$ cat src/rtl/vec_pkg.sv
// Shared types and default sizing for the vector load unit.
package vec_pkg;

  localparam int unsigned REG_SIZE       = 8;
  localparam int unsigned VEC_SIZE       = 4;
  localparam int unsigned ADDR_W         = 16;
  localparam int unsigned TIMEOUT_CYCLES = 255;

  typedef enum logic [1:0] {
    ST_IDLE  = 2'd0,
    ST_REQ   = 2'd1,
    ST_WRITE = 2'd2
  } state_t;

endpackage

$ cat src/rtl/vec_lane_buffer.sv
// Lane assembly buffer: per-lane capture plus a committed output vector that
// holds the last complete load until the next commit.
module vec_lane_buffer #(
  parameter int unsigned registerSize = 8,
  parameter int unsigned vectorSize   = 4
) (
  input  logic                                   clk,
  input  logic                                   reset,
  input  logic                                   clear,
  input  logic [vectorSize-1:0]                  load,
  input  logic [registerSize-1:0]                din,
  input  logic                                   commit,
  output logic [vectorSize-1:0][registerSize-1:0] vec
);

  logic [vectorSize-1:0][registerSize-1:0] lanes;
  logic [vectorSize-1:0][registerSize-1:0] assembled;

  // Merge the beat arriving this cycle so commit sees the final lane too.
  always_comb begin
    assembled = lanes;
    for (int k = 0; k < int'(vectorSize); k++) begin
      if (load[k]) assembled[k] = din;
    end
  end

  // Working lanes; cleared at the start of each load and on reset.
  always_ff @(posedge clk) begin
    if (reset || clear) lanes <= '0;
    else                lanes <= assembled;
  end

  // Committed vector, stable outside the write cycle.
  always_ff @(posedge clk) begin
    if (reset)       vec <= '0;
    else if (commit) vec <= assembled;
  end

endmodule

$ cat src/rtl/vec_load_unit.sv
// Vector load unit: fetches vectorSize lanes from memory one beat at a time,
// then writes the assembled vector to the register file in a single cycle.
module vec_load_unit
  import vec_pkg::*;
#(
  parameter int unsigned registerSize  = REG_SIZE,
  parameter int unsigned vectorSize    = VEC_SIZE,
  parameter int unsigned addrWidth     = ADDR_W,
  parameter int unsigned timeoutCycles = TIMEOUT_CYCLES
) (
  input  logic                                    clk,
  input  logic                                    reset,
  input  logic                                    start,
  input  logic [addrWidth-1:0]                    baseAddr,
  input  logic [2:0]                              destReg,
  output logic                                    busy,
  output logic                                    done,
  output logic                                    error,
  output logic                                    memRdReq,
  output logic [addrWidth-1:0]                    memAddr,
  input  logic                                    memRdValid,
  input  logic [registerSize-1:0]                 memRdData,
  output logic                                    regWrEn,
  output logic [2:0]                              regToWrite,
  output logic [vectorSize-1:0][registerSize-1:0] regWriteData
);

  localparam int unsigned IDX_W = (vectorSize > 1) ? $clog2(vectorSize) : 1;
  localparam int unsigned TO_W  = $clog2(timeoutCycles + 1);

  state_t              state;
  state_t              next_state;
  logic [IDX_W-1:0]    lane_idx;
  logic [TO_W-1:0]     to_cnt;
  logic [2:0]          dest_q;
  logic                load_start;
  logic                beat;
  logic                last_beat;
  logic                timeout_hit;
  logic [vectorSize-1:0] lane_load;
  logic                busy_d;
  logic                done_d;
  logic                error_d;
  logic                mem_rd_req_d;
  logic                reg_wr_en_d;

  assign load_start  = (state == ST_IDLE) && start;
  assign beat        = memRdReq && memRdValid;
  assign last_beat   = beat && (lane_idx == IDX_W'(vectorSize - 1));
  assign timeout_hit = memRdReq && !memRdValid && (to_cnt == TO_W'(timeoutCycles - 1));

  // State register.
  always_ff @(posedge clk) begin
    if (reset) state <= ST_IDLE;
    else       state <= next_state;
  end

  // Next-state logic.
  always_comb begin
    next_state = state;
    case (state)
      ST_IDLE:  if (start) next_state = ST_REQ;
      ST_REQ: begin
        if (last_beat)        next_state = ST_WRITE;
        else if (timeout_hit) next_state = ST_IDLE;
      end
      ST_WRITE: next_state = ST_IDLE;
      default:  next_state = ST_IDLE;
    endcase
  end

  // Output decode from the next state; flopped below so controls are glitch-free.
  always_comb begin
    busy_d       = 1'b0;
    done_d       = 1'b0;
    error_d      = 1'b0;
    mem_rd_req_d = 1'b0;
    reg_wr_en_d  = 1'b0;
    busy_d       = (next_state != ST_IDLE);
    mem_rd_req_d = (next_state == ST_REQ);
    reg_wr_en_d  = (next_state == ST_WRITE);
    done_d       = (next_state == ST_WRITE);
    error_d      = (state == ST_REQ) && timeout_hit;
  end

  // Registered control outputs.
  always_ff @(posedge clk) begin
    if (reset) begin
      busy     <= 1'b0;
      done     <= 1'b0;
      error    <= 1'b0;
      memRdReq <= 1'b0;
      regWrEn  <= 1'b0;
    end else begin
      busy     <= busy_d;
      done     <= done_d;
      error    <= error_d;
      memRdReq <= mem_rd_req_d;
      regWrEn  <= reg_wr_en_d;
    end
  end

  // Address, lane index, timeout counter and destination tracking.
  always_ff @(posedge clk) begin
    if (reset) begin
      memAddr    <= '0;
      lane_idx   <= '0;
      to_cnt     <= '0;
      dest_q     <= '0;
      regToWrite <= '0;
    end else begin
      if (load_start) begin
        memAddr  <= baseAddr;
        dest_q   <= destReg;
        lane_idx <= '0;
        to_cnt   <= '0;
      end else if (beat) begin
        memAddr  <= memAddr + addrWidth'(1);
        lane_idx <= last_beat ? '0 : lane_idx + IDX_W'(1);
        to_cnt   <= '0;
      end else if (memRdReq) begin
        to_cnt   <= timeout_hit ? '0 : to_cnt + TO_W'(1);
      end
      if (next_state == ST_WRITE) regToWrite <= dest_q;
    end
  end

  // One-hot lane select for the beat completing this cycle.
  always_comb begin
    lane_load = '0;
    for (int k = 0; k < int'(vectorSize); k++) begin
      lane_load[k] = beat && (lane_idx == IDX_W'(k));
    end
  end

  vec_lane_buffer #(
    .registerSize(registerSize),
    .vectorSize  (vectorSize)
  ) u_lane_buffer (
    .clk   (clk),
    .reset (reset),
    .clear (load_start),
    .load  (lane_load),
    .din   (memRdData),
    .commit(last_beat),
    .vec   (regWriteData)
  );

endmodule

$ cat config.mk
export PLATFORM = sky130hd
export DESIGN_NAME = vec_load_unit
export DESIGN_NICKNAME = d
export VERILOG_FILES = /design/src/rtl/vec_pkg.sv /design/src/rtl/vec_lane_buffer.sv /design/src/rtl/vec_load_unit.sv
export SDC_FILE = /design/constraint.sdc
export NUM_CORES = 1
export LEC_CHECK = 0
export ABC_CLOCK_PERIOD_IN_PS = 4430
export CORE_ASPECT_RATIO = 0.9
export CORE_MARGIN = 1
export CORE_UTILIZATION = 35
export CTS_CLUSTER_SIZE = 10
export DETAILED_ROUTE_END_ITERATION = 8
export MAX_ROUTING_LAYER = met4
export PLACE_DENSITY = 0.68
export SETUP_SLACK_MARGIN = 0.05
export SLEW_MARGIN = 10
export SYNTH_ARGS = -nofsm -noshare
export SYNTH_HDL_FRONTEND = slang
export SYNTH_HIERARCHICAL = 1
export SYNTH_SLANG_ARGS = --single-unit
export TNS_END_PERCENT = 100
$ cat constraint.sdc
create_clock -name clk -period 4.43 [get_ports clk]
set_clock_uncertainty 0.15 [all_clocks]
set_input_delay 0.886 -clock clk [delete_from_list [all_inputs] [get_ports clk]]
set_output_delay 0.886 -clock clk [all_outputs]
set_load 0.02 [all_outputs]
==> parameters.txt <==
Parameter                              Value

Status
  Status ... completed

Final layout
  Filler Cell Count ... 1117
  Number of antenna diodes ... 0
  Share of final-layout standard cells stronger than drive strength 1 ... 9.88%
  Area overhead of the layout relative to synthesis ... 26.6%
  Sequential cell area ... 2040 sq um
  Post-layout instance count excluding filler cells ... 662
  Area of the multi-input gates ... between 1500 and 2000 sq um
  Final #Nets ... 541

Pwr
  Switching Power ... around 470 uW
  Register share of total power ... just over 50%
  Peak ir drop on the vdd network ... 0.000183 V
  Switch share ... 24.9%
  Fraction of power consumed by the clock network ... about two fifths
  Static leakage ... between 0.0015 and 0.002 uW
  Power share of the combinational group ... 9.9%
  Power per standard cell area ... 346 nW/um^2
  Internal Power ... 1400 uW

Detailed routing
  First-iteration detailed-routing DRC count ... 177
  DRT antenna net count ... 0
  Count of vias placed by the detailed router ... 3249
  First-pass iteration count of the detailed router ... 4
  Post-detailed-route via-to-cell ratio ... around 4.9
  Post-detailed-route DRC marker count ... 0
  Wire length per cell ... 14.1 um
  Total detailed-routing wirelength ... ~9400 um

Yosys
  Cell accounting for the most synthesized area ... sky130_fd_sc_hd__dfxtp_1
  Warnings from Yosys ... 6
  Synthesized area divided by synthesized cell count ... slightly below 10 sq um
  Number of synthesized flops with an enable pin ... 0
  Net count after synthesis ... 471
  Syn Inst Count ... about 430
  Netlist area before placement ... 4260 sq um
  Sequential share of the synthesized area ... between 40% and 50%
  Cell variety after synth ... 43
  Dominant synthesized flop cell ... sky130_fd_sc_hd__dfxtp_1
  Proportion of synthesized flip-flops having asynchronous set or reset ... 0%
  Most repeated cell in the gate-level netlist after synthesis ... sky130_fd_sc_hd__dfxtp_1
  Portion of synthesized cell area occupied by the leading cell type ... 47.9%
  Synth top area cells ... sky130_fd_sc_hd__dfxtp_1 (48%), sky130_fd_sc_hd__mux2i_1 (8.2%), sky130_fd_sc_hd__nor2_1 (7.7%), sky130_fd_sc_hd__a211oi_1 (6.0%), sky130_fd_sc_hd__a211oi_2 (3.5%)
  Most instantiated cells after synthesis ... sky130_fd_sc_hd__dfxtp_1 (102), sky130_fd_sc_hd__nor2_1 (88), sky130_fd_sc_hd__mux2i_1 (35)
  Number of flip-flops and latches in the synthesized netlist ... 102

CTS
  Post-cts gate resize count ... 0
  Maximum level of the CTS H-tree ... 3
  Root Buffer Master ... sky130_fd_sc_hd__clkbuf_16
  Clock slew at reported path FFs ... 70 ps
  Clock tree from TritonCTS ... done
  Max clock buf depth ... 2
  Cts hold-fix bufs ... 0
  Clock insertion delay at the later pin of the skew report ... roughly 340 ps
  Setup fix buffers added after clock tree synthesis ... 0
  CTS buffer count ... 9
  Sink count of the clock tree ... 102

Worst hold path
  Path class of the lowest-slack min-delay path ... register to register

Job
  Number of maximum-capacitance violations ... 0

STA
  Summed negative setup slack over all endpoints ... 0 ps
  Final Hold Vio Count ... 0
  Achievable clock frequency ... 360 MHz
  Final Max Tran Viols ... 0
  RSZ-0062 raised after global routing ... false
  Final setup violation count ... 0
  Share of the clock period used by the worst path after layout ... 62.7%
  Transition time at the pin with the least slew margin ... 805 ps
  Final critical delay including setup and external delays ... 2780 ps
  Max-Slew Margin vs Limit ... approximately 46%

Die
  Standard-cell row count ... 37
  Die Area ... 12600 sq um
  Ports ... 87
  Effective utilization at floorplan ... between 30% and 40%
  Area inside the core boundary ... 11700 sq um
  Overall die height ... 107 um
  Die span in x ... 118 um

Placed design
  Cell count after placement ... between 600 and 700
  Estimated wirelength of the detail-placed design ... 6580 um
  Number of port buffers ... 86
  Placer congestion estimate ... between 0.7 and 0.8

Worst setup path
  Required time of the critical path ... 4470 ps
  Classification of the worst setup path ... input pin to register
  Critical path peak fanout ... 31
  CP startpoint kind ... input pin
  Critical path arrival ... roughly 2800 ps
  Category of the worst setup path capture point ... register

Global route
  Antenna violations before repair ... 0
  Global-route total usage across every layer ... 15.6%
  Via count of the first global-routing pass ... 3080
  Global-route congestion overflow total ... 0
  First-pass GRT wire length ... 15400 um
  Pin count of the biggest net entering global routing ... 44
## critical path: stages
cell                              delay (ps)
sky130_fd_sc_hd__clkdlybuf4s50_1         740
sky130_fd_sc_hd__and3_2                  390
sky130_fd_sc_hd__buf_4                   360
sky130_fd_sc_hd__mux2i_1                 320
sky130_fd_sc_hd__a211oi_1                110
## path summary, 6_finish.rpt
kind | to | from | slack, ps | cells after the start
min reg2reg | dest_q[0] | dest_q[0] | 310 | 2
min | dest_q[0] | dest_q[0] | 310 | 2
max | u_lane_buffer/vec[30] | memRdValid | 1650 | 5
max reg2reg | u_lane_buffer/vec[30] | memRdReq | 2240 | 4
## cell usage in the layout (no fill, tap or decap), drive strengths merged, types with 2 or more instances in the layout
cell and n:
dfxtp 102, nor2 98, clkdlybuf4s50 85, a211oi 46
mux2i 35, nand2 18, nand4 13, xor2 11
nor3 10, and3 10, clkbuf 10, inv 9
nor4 8, xnor2 7, ha 7, buf 6
a21oi 5, nand3 4, and4 2, and2 2
nor2b 2, o21ai 2, a21boi 2
## flip-flops by register name (all words and copies together), names as in the netlist
signal	flops
dest_q	3
memRdReq	1
regToWrite	3
lane_idx	2
memAddr	16
u_lane_buffer/vec	32
regWrEn	1
to_cnt	8
u_lane_buffer/lanes	32
busy	1
error	1
state	2
## stage by stage
step	hold WS (ps)	total power [uW]	util [%]	setup slack [ps]	area [sq um]
2_1_floorplan	287	1100	-	2200	4260
3_3_place_gp	295	1170	44.0	1310	5130
3_5_place_dp	307	1170	44.0	1310	5130
4_1_cts	318	1890	46.2	1660	5400
5_1_grt	329	1940	46.2	1490	5400
6_report	313	1870	46.2	1650	5400
## per-layer routing
layer / GRT usage [%] / wire length, um
met1: 20.3 / 4610
met2: 24.4 / 4410
met3: 3.40 / 245
met4: 4.12 / 86
met5: - / 0
## logic make-up after synthesis
family,synth area share [%]
mux,8.22
fa+ha+maj,2.05
xor+xnor,3.70
simple gates,20.6
buf+inv,5.90
compound gates,11.6
flops,47.9
## final cells by class
cell class	instances	share of cell area (%)
clock buffer	10	4.24
tap	156	3.62
clock inverter	4	0.626
timing repair buffer	91	16.6
sequential	102	37.8
inverter	7	0.580
multi-input combinational	292	36.5
## power groups by stage
stage                     logic, uW  clock network [uW]  registers (uW)
after detailed placement        185                   0             990
after floorplan                 102                   0            1000
after global placement          183                   0             989
final                           184                 715             969
after CTS                       186                 733             969
after global routing            200                 769             972
(Power assumes the default switching activity.)
